$ cat config.mk
export PLATFORM = sky130hd
export DESIGN_NAME = dct_mac_sequencer
export DESIGN_NICKNAME = d
export VERILOG_FILES = /design/src/rtl/dct_ctrl_pkg.sv /design/src/rtl/dct_mac_valid_pipe.sv /design/src/rtl/dct_mac_sequencer.sv
export SDC_FILE = /design/constraint.sdc
export NUM_CORES = 1
export LEC_CHECK = 0
export CORE_MARGIN = 4
export CORE_UTILIZATION = 25
export DETAILED_ROUTE_END_ITERATION = 10
export HOLD_SLACK_MARGIN = 0.12
export PLACE_DENSITY = 0.59
export SYNTH_ARGS = -nofsm -noshare
export SYNTH_HDL_FRONTEND = slang
export SYNTH_SLANG_ARGS = --single-unit
$ cat constraint.sdc
create_clock -name clk -period 4.3 [get_ports clk]
set_input_delay 0.43 -clock clk [delete_from_list [all_inputs] [get_ports clk]]
set_output_delay 0.43 -clock clk [all_outputs]
set_load 0.01 [all_outputs]
$ cat src/rtl/dct_ctrl_pkg.sv
// Shared definitions for the DCT multiply-accumulate unit controllers.
// Used by every dct_unit sequencer instance.
package dct_ctrl_pkg;

    localparam int unsigned DCT_N_TAPS = 8;

    typedef enum logic [1:0] {
        IDLE  = 2'd0,
        RUN   = 2'd1,
        DRAIN = 2'd2,
        HOLD  = 2'd3
    } state_t;

endpackage : dct_ctrl_pkg

$ cat src/rtl/dct_mac_valid_pipe.sv
// Beat/first-tap shift register that lines accumulator enables up with
// products leaving the macu multiplier MULT_LAT cycles after mult_en.
module dct_mac_valid_pipe #(
    parameter int unsigned MULT_LAT = 1
) (
    input  logic clk,
    input  logic rst_n,
    input  logic ena,
    input  logic beat,
    input  logic first,
    output logic acc_en,
    output logic acc_clr,
    output logic pipe_empty
);

    logic [MULT_LAT-1:0] vld_q;
    logic [MULT_LAT-1:0] fst_q;
    logic [MULT_LAT-1:0] vld_d;
    logic [MULT_LAT-1:0] fst_d;

    // Stage 0 takes the new beat; older beats move one stage toward the output.
    if (MULT_LAT == 1) begin : g_single
        assign vld_d      = beat;
        assign fst_d      = beat & first;
        // Nothing can sit behind the output stage in a one-deep pipe.
        assign pipe_empty = 1'b1;
    end else begin : g_multi
        assign vld_d      = {vld_q[MULT_LAT-2:0], beat};
        assign fst_d      = {fst_q[MULT_LAT-2:0], beat & first};
        assign pipe_empty = ~|vld_q[MULT_LAT-2:0];
    end

    // The whole pipe freezes with ena so a resumed sequence stays cycle-exact.
    always_ff @(posedge clk or negedge rst_n) begin
        if (!rst_n) begin
            vld_q <= '0;
            fst_q <= '0;
        end else if (ena) begin
            vld_q <= vld_d;
            fst_q <= fst_d;
        end
    end

    always_comb begin
        acc_en  = ena & vld_q[MULT_LAT-1];
        acc_clr = ena & vld_q[MULT_LAT-1] & fst_q[MULT_LAT-1];
    end

endmodule : dct_mac_valid_pipe

$ cat src/rtl/dct_mac_sequencer.sv
// Control sequencer for one DCT macu: counts N_TAPS samples per coefficient,
// drives coef/mult/accumulator controls and a valid/ready result handshake.
module dct_mac_sequencer
    import dct_ctrl_pkg::*;
#(
    parameter int unsigned N_TAPS   = DCT_N_TAPS,
    parameter int unsigned CNT_W    = $clog2(N_TAPS),
    parameter int unsigned MULT_LAT = 1
) (
    input  logic             clk,
    input  logic             rst_n,
    input  logic             ena,
    input  logic             in_valid,
    output logic             in_ready,
    output logic [CNT_W-1:0] coef_sel,
    output logic             mult_en,
    output logic             acc_en,
    output logic             acc_clr,
    output logic             res_valid,
    input  logic             res_ready,
    output logic             busy
);

    localparam logic [CNT_W-1:0] LAST_TAP = CNT_W'(N_TAPS - 1);

    state_t           state_q;
    state_t           state_d;
    logic [CNT_W-1:0] tap_cnt_q;
    logic             beat;
    logic             last_beat;
    logic             pipe_empty;
    logic             drain_done;

    // State register.
    always_ff @(posedge clk or negedge rst_n) begin
        if (!rst_n) begin
            state_q <= IDLE;
        end else begin
            state_q <= state_d;
        end
    end

    // Tap counter; beat is already qualified by ena, so it freezes with the block.
    always_ff @(posedge clk or negedge rst_n) begin
        if (!rst_n) begin
            tap_cnt_q <= '0;
        end else if (beat) begin
            tap_cnt_q <= last_beat ? '0 : tap_cnt_q + CNT_W'(1);
        end
    end

    // Output decode; in_ready is held low while reset is asserted.
    always_comb begin
        in_ready  = 1'b0;
        busy      = 1'b0;
        res_valid = 1'b0;
        case (state_q)
            IDLE:    in_ready  = rst_n & ena;
            RUN:     in_ready  = rst_n & ena;
            HOLD:    res_valid = 1'b1;
            default: in_ready  = 1'b0;
        endcase
        busy      = (state_q != IDLE);
        beat      = in_valid & in_ready;
        last_beat = beat & (tap_cnt_q == LAST_TAP);
        mult_en   = beat;
        coef_sel  = tap_cnt_q;
    end

    // The final accumulate is the one leaving the pipe with nothing behind it.
    assign drain_done = acc_en & pipe_empty;

    // Next-state logic.
    always_comb begin
        state_d = state_q;
        case (state_q)
            IDLE:    if (beat)              state_d = RUN;
            RUN:     if (last_beat)         state_d = DRAIN;
            DRAIN:   if (drain_done)        state_d = HOLD;
            HOLD:    if (ena && res_ready)  state_d = IDLE;
            default:                        state_d = IDLE;
        endcase
    end

    dct_mac_valid_pipe #(
        .MULT_LAT (MULT_LAT)
    ) u_valid_pipe (
        .clk        (clk),
        .rst_n      (rst_n),
        .ena        (ena),
        .beat       (beat),
        .first      (tap_cnt_q == '0),
        .acc_en     (acc_en),
        .acc_clr    (acc_clr),
        .pipe_empty (pipe_empty)
    );

endmodule : dct_mac_sequencer

==> out/metrics.yaml, run 1 <==
path_clk_slew_ns: 0.05
grt_pass1_wl_um: 1550
fmax_ghz: 0.389
finalHoldViolations: 0
dr.pass1.iters: 1
cts_setup_buffers: 0
clockRootBuffer: "clkbuf_4"
worst_pin_slew_ns: 0.393
r2r_end: "state_q[1]$_DFFE_PN0P_"
start_util_pct: 26.3
grt_max_degree: 10
dpl_cell_area_sq_um: 611
crit_arrival_ns: 2.14
grt_overflow_total: 0
wl_per_cell_um: 10.9
powerDensity_mw_per_mm2: 619
nNetsFinal: 73
post_drt_via_cell_ratio: 4.32
holdBufCountCts: 0
power_uw: 394
final_area_sq_um: 637
fill_cells: 182
grt_pass1_vias: 369
routed_wl_um: 923
cts.htree.levels: 1
cts_resized: 0
crit_fanout: 9
slew_headroom_pct: 73.7
clockBufferDepth: 2
finalMaxSlewViolations: 0
critPathRequiredTime_ns: 3.87
dp_slack_ns: 1.72
yosysWarnings: 0
drive_gt1_share_pct: 13.3
syn_nets: 55
drt_iter0_drc: 0
drc_errors: 0
io_buffer_count: 13
p_leak_nw: 0.313
worst_slack_ns: 1.73
r2r-start: "state_q[0]$_DFFE_PN0P_"
synth_area_sq_um: 449
track_usage_pct: 8.75
setup_tns_ns: 0
gp_congestion: 0.717
holdWs_ns: 0.464
post-route-min-period_ns: 2.57
place.detailed.hpwl_um: 722
die_w_um: 50.4
antenna_left: 0
antenna_found_initial: 0
synth_cell_type_count: 20
max-cap-violations: 0
synthToLayoutAreaGrowth_pct: 41.8
dp.cells: 81
rr_worst_depth: 6
cts_tree: "yes"
holdCritPathClass: "in2async"
setup_viol: 0
postSynthCellCount: 43
cts_sinks: 7
syn_avg_cell_area_sq_um: 10.4
num_vias: 367
boundaryPins: 14
n_antenna_cell: 0
startpoint_type: "primary input"
insertion_delay_ns: 0.26
fp.dieArea_sq_mm: 0.00254
core_sq_mm: 0.00171
fin_skew_ns: 0.00265
min_period_over_period_pct: 59.7
dieHeight_um: 50.4
cts_made_buffers: 3
end_kind: "primary output"
path_class: "in2out"
ys_seq_elements: 7
ys_seq_area_share_pct: 39.0
final_cells: 85
max-vdd-ir-drop_mv: 0.258
fin_util_pct: 37.3
std_cell_rows: 15
multi_input_area_sq_um: 240
status: "completed"
r2r_setup_slack_ns: 2.40
seq_area_sq_um: 175
rsz0062_at_grt: "false"
## cell usage after synthesis
library cell | n | area [sq um]
inv_1 | 9 | 33.8
nand2b_1 | 1 | 6.26
o32a_1 | 1 | 10.0
a2111o_1 | 1 | 11.3
o32ai_1 | 1 | 8.76
o211a_1 | 1 | 10.0
o21ba_1 | 1 | 10.0
mux2_1 | 1 | 11.3
nor2b_1 | 2 | 12.5
and2_2 | 1 | 7.51
ha_1 | 7 | 87.6
nand2_2 | 1 | 6.26
mux2_2 | 1 | 11.3
dfrtp_1 | 7 | 175
nand2_1 | 1 | 3.75
a21oi_2 | 1 | 8.76
and3_2 | 1 | 7.51
nand4_1 | 1 | 6.26
o21ai_0 | 3 | 15.0
or3_1 | 1 | 6.26
## registers in the layout, summed over array words and instances (netlist names)
name,flops
coef_sel,3
state_q,2
u_valid_pipe.fst_q,1
u_valid_pipe.vld_q,1
## worst max path at each step
stage,from,endpoint,slack [ns],depth (start not counted)
3_5_place_dp,rst_n,mult_en,1.72,5
5_1_grt,rst_n,mult_en,1.61,5
3_3_place_gp,rst_n,mult_en,1.77,5
6_report,rst_n,mult_en,1.73,5
4_1_cts,rst_n,mult_en,1.69,5
2_1_floorplan,coef_sel[1]$_DFFE_PN0P_,state_q[1]$_DFFE_PN0P_,2.50,6
## routing by layer
layer  wire length [um]  track usage (%)  share of wire [%]  up-vias
met5                  0                0                  0        -
met1                338             8.38                 37      172
met4                 28             5.38                3.0        0
met3                 73             6.82                7.9        5
li1                   -                -                  -      182
met2                483             13.0                 52        8
## area by class of cell
class	instances	area share [%]
multi-input cells	27	37.7
flip-flops and latches	7	27.5
repair buffers	13	20.4
inverters	9	5.30
well taps	25	4.91
clock buffers	4	4.13
## worst max-delay path, stage by stage
cell and delay, ns:
clkdlybuf4s50_1 0.71, o211a_1 0.25, nand2_2 0.13, inv_1 0.09
clkdlybuf4s50_1 0.53
## cell usage in the layout (no fill, tap or decap), types with 2 or more instances in the layout
| master | instances |
|---|---|
| clkbuf_4 | 3 |
| nor2b_1 | 2 |
| dfrtp_1 | 7 |
| inv_1 | 9 |
| o21ai_0 | 3 |
| clkdlybuf4s50_1 | 13 |
| ha_1 | 7 |
## report_power, final
part	total, mW	internal (mW)	switching, mW
clock	0.0601	0.0354	0.0247
combinational	0.212	0.118	0.0941
sequential	0.121	0.0942	0.0272
## kinds of logic after synthesis
group / synth area share, %
DFF: 39.0
muxes: 5.01
adders and majority gates: 19.5
AOI/OAI and AO/OA: 16.4
buffers and inverters: 7.52
and+or+nand+nor: 12.5
No activity file was read; power rests on OpenSTA's default activity.
==> run 2, diff against run 1 <==
- clock period: 4.3 -> 2.5 ns (I/O delays scaled with it)
==> out/metrics.yaml, run 2 (same netlist as run 1, synthesis figures left out) <==
crit_slowest_cell: "clkdlybuf4s50_1"  # unchanged
slew_headroom_pct: 82.4  # was 73.7%
rsz0062_at_grt: "false"  # unchanged
cts_made_buffers: 3  # unchanged
powerDensity_mw_per_mm2: 1070  # was 619 mW/mm^2
boundaryPins: 14  # unchanged
largest_register_ffs: 3  # unchanged
track_usage_pct: 9.19  # was 8.75%
wl_per_cell_um: 11.7  # was 10.9 um
cts_tree: "yes"  # unchanged
die_w_um: 50.4  # unchanged
final_cell_mix: "clkdlybuf4s50_1, inv_1, ha_1, dfrtp_1"  # unchanged
gp_congestion: 0.710  # was 0.717
critPathTopFamily: "buffers and inverters"  # unchanged
dp.cells: 82  # was 81
cts_setup_buffers: 0  # unchanged
max-cap-violations: 0  # unchanged
drt_iter0_drc: 9  # was 0
path_cells: "inv_1 > ha_1 > o211a_1 > nand2_2 > inv_1 > clkdlybuf4s50_1"  # was clkdlybuf4s50_1 > o211a_1 > nand2_2 > inv_1 > clkdlybuf4s50_1
num_vias: 367  # unchanged
insertion_delay_ns: 0.26  # about the same
finalHoldViolations: 0  # unchanged
met3_usage_pct: 5.64  # was 6.82%
fin_skew_ns: 0.00977  # was 0.00265 ns
cts_resized: 0  # unchanged
crit_arrival_ns: 1.98  # was 2.14 ns
fmax_ghz: 0.448
io_buffer_count: 13  # unchanged
post_drt_via_cell_ratio: 4.27  # was 4.32
cpMostUsedCell: "inv_1"  # was clkdlybuf4s50_1
end_kind: "primary output"  # unchanged
dr.pass1.iters: 4  # was 1
setup_viol: 0  # unchanged
use_met1_pct: 11.5  # was 8.38%
path_clk_slew_ns: 0.06  # was 0.05 ns
drive_gt1_share_pct: 14.8  # was 13.3%
cts.htree.levels: 1  # unchanged
routed_wl_um: 1000  # was 923 um
n_antenna_cell: 0  # unchanged
fp.dieArea_sq_mm: 0.00254  # unchanged
fill_cells: 176  # was 182
finalMaxSlewViolations: 0  # unchanged
dieHeight_um: 50.4  # unchanged
final_cells: 86  # was 85
clockRootBuffer: "clkbuf_4"  # unchanged
min_period_over_period_pct: 89.3
max-vdd-ir-drop_mv: 0.315  # was 0.258 mV
synthToLayoutAreaGrowth_pct: 43.5  # was 41.8%
grt_pass1_wl_um: 1640  # was 1550 um
startpoint_type: "flop"  # was primary input
grt_overflow_total: 0  # unchanged
place.detailed.hpwl_um: 778  # was 722 um
core_sq_mm: 0.00171  # unchanged
drc_errors: 0  # unchanged
holdBufCountCts: 0  # unchanged
post-route-min-period_ns: 2.23
nNetsFinal: 74  # was 73
critPathRequiredTime_ns: 2.25  # was 3.87 ns
crit_fanout: 8  # was 9
antenna_found_initial: 0  # unchanged
start_util_pct: 26.3  # unchanged
std_cell_rows: 15  # unchanged
worst_pin_slew_ns: 0.263  # was 0.393 ns
met2_usage_pct: 11.1  # was 13.0%
grt_max_degree: 9  # was 10
holdCritPathClass: "in2async"  # unchanged
p_leak_nw: 0.318  # was 0.313 nW
cts_sinks: 7  # unchanged
slowest_delay_ns: 0.53  # was 0.71 ns
antenna_left: 0  # unchanged
gr-max-usage-layer: "met1"  # was met2
path_class: "reg2out"  # was in2out
clockBufferDepth: 2  # unchanged
setup_tns_ns: 0  # unchanged
worst-path-buf-inv: 3  # unchanged
grt_pass1_vias: 339  # was 369
status: "completed"  # unchanged
final_common_cell: "clkdlybuf4s50_1"  # unchanged
## run 2: cell types whose count changed in the layout (fill, tap and decap cells not counted)
cell	change
buf_4	+1
## run 2: stage by stage
stage,utilization (%),power (mW),worst slack (ns),cell area [sq um],hold slack (ns)
after detailed placement,36.2,0.586,0.400,618,0.496
final,37.7,0.690,0.268,644,0.226
after floorplan,-,0.428,0.697,449,-0.0456
after global placement,36.2,0.587,0.410,618,0.488
after CTS,37.7,0.698,0.264,644,0.215
after global routing,37.7,0.753,0.137,644,0.207
## run 2: power breakdown
group	leakage, nW	switching [mW]	internal (mW)
Clock	0.0150	0.0427	0.0610
Combinational	0.215	0.166	0.206
Sequential	0.0877	0.0521	0.162
Total	0.318	0.261	0.429
## run 2: worst reg2reg max path, cell delays in order (launching register included)
cell      delay, ns
dfrtp_1        0.41
inv_1          0.09
ha_1           0.22
o21ba_1        0.19
a2111o_1       0.40
a21oi_2        0.14
mux2_1         0.34
## run 2: layout make-up
type / instances / area [sq um] / area share, %
inverter: 9 / 33.8 / 5.24
clock buffer: 4 / 26.3 / 4.08
timing repair buffer: 14 / 138 / 21.4
tap: 25 / 31.3 / 4.85
sequential: 7 / 175 / 27.2
multi-input combinational: 27 / 240 / 37.3
## run 2: final timing paths
path / start / to / slack (ns) / cells past startpoint
max: state_q[0]$_DFFE_PN0P_ / mult_en / 0.27 / 6
min: rst_n / coef_sel[0]$_DFFE_PN0P_ / 0.23 / 1
max reg2reg: state_q[0]$_DFFE_PN0P_ / state_q[1]$_DFFE_PN0P_ / 0.60 / 6
min reg2reg: coef_sel[2]$_DFFE_PN0P_ / u_valid_pipe.fst_q$_DFFE_PN0P_ / 0.53 / 1
max in group asynchronous: rst_n / u_valid_pipe.fst_q$_DFFE_PN0P_ / 1.92 / 2
min in group clk: coef_sel[2]$_DFFE_PN0P_ / u_valid_pipe.fst_q$_DFFE_PN0P_ / 0.53 / 1
## run 2: layer usage
| metal | part of all wire (%) | vias to the layer above |
|---|---|---|
| li1 | - | 181 |
| met1 | 46 | 171 |
| met2 | 47 | 13 |
| met3 | 6.4 | 2 |
| met4 | 0.80 | 0 |
| met5 | 0 | - |
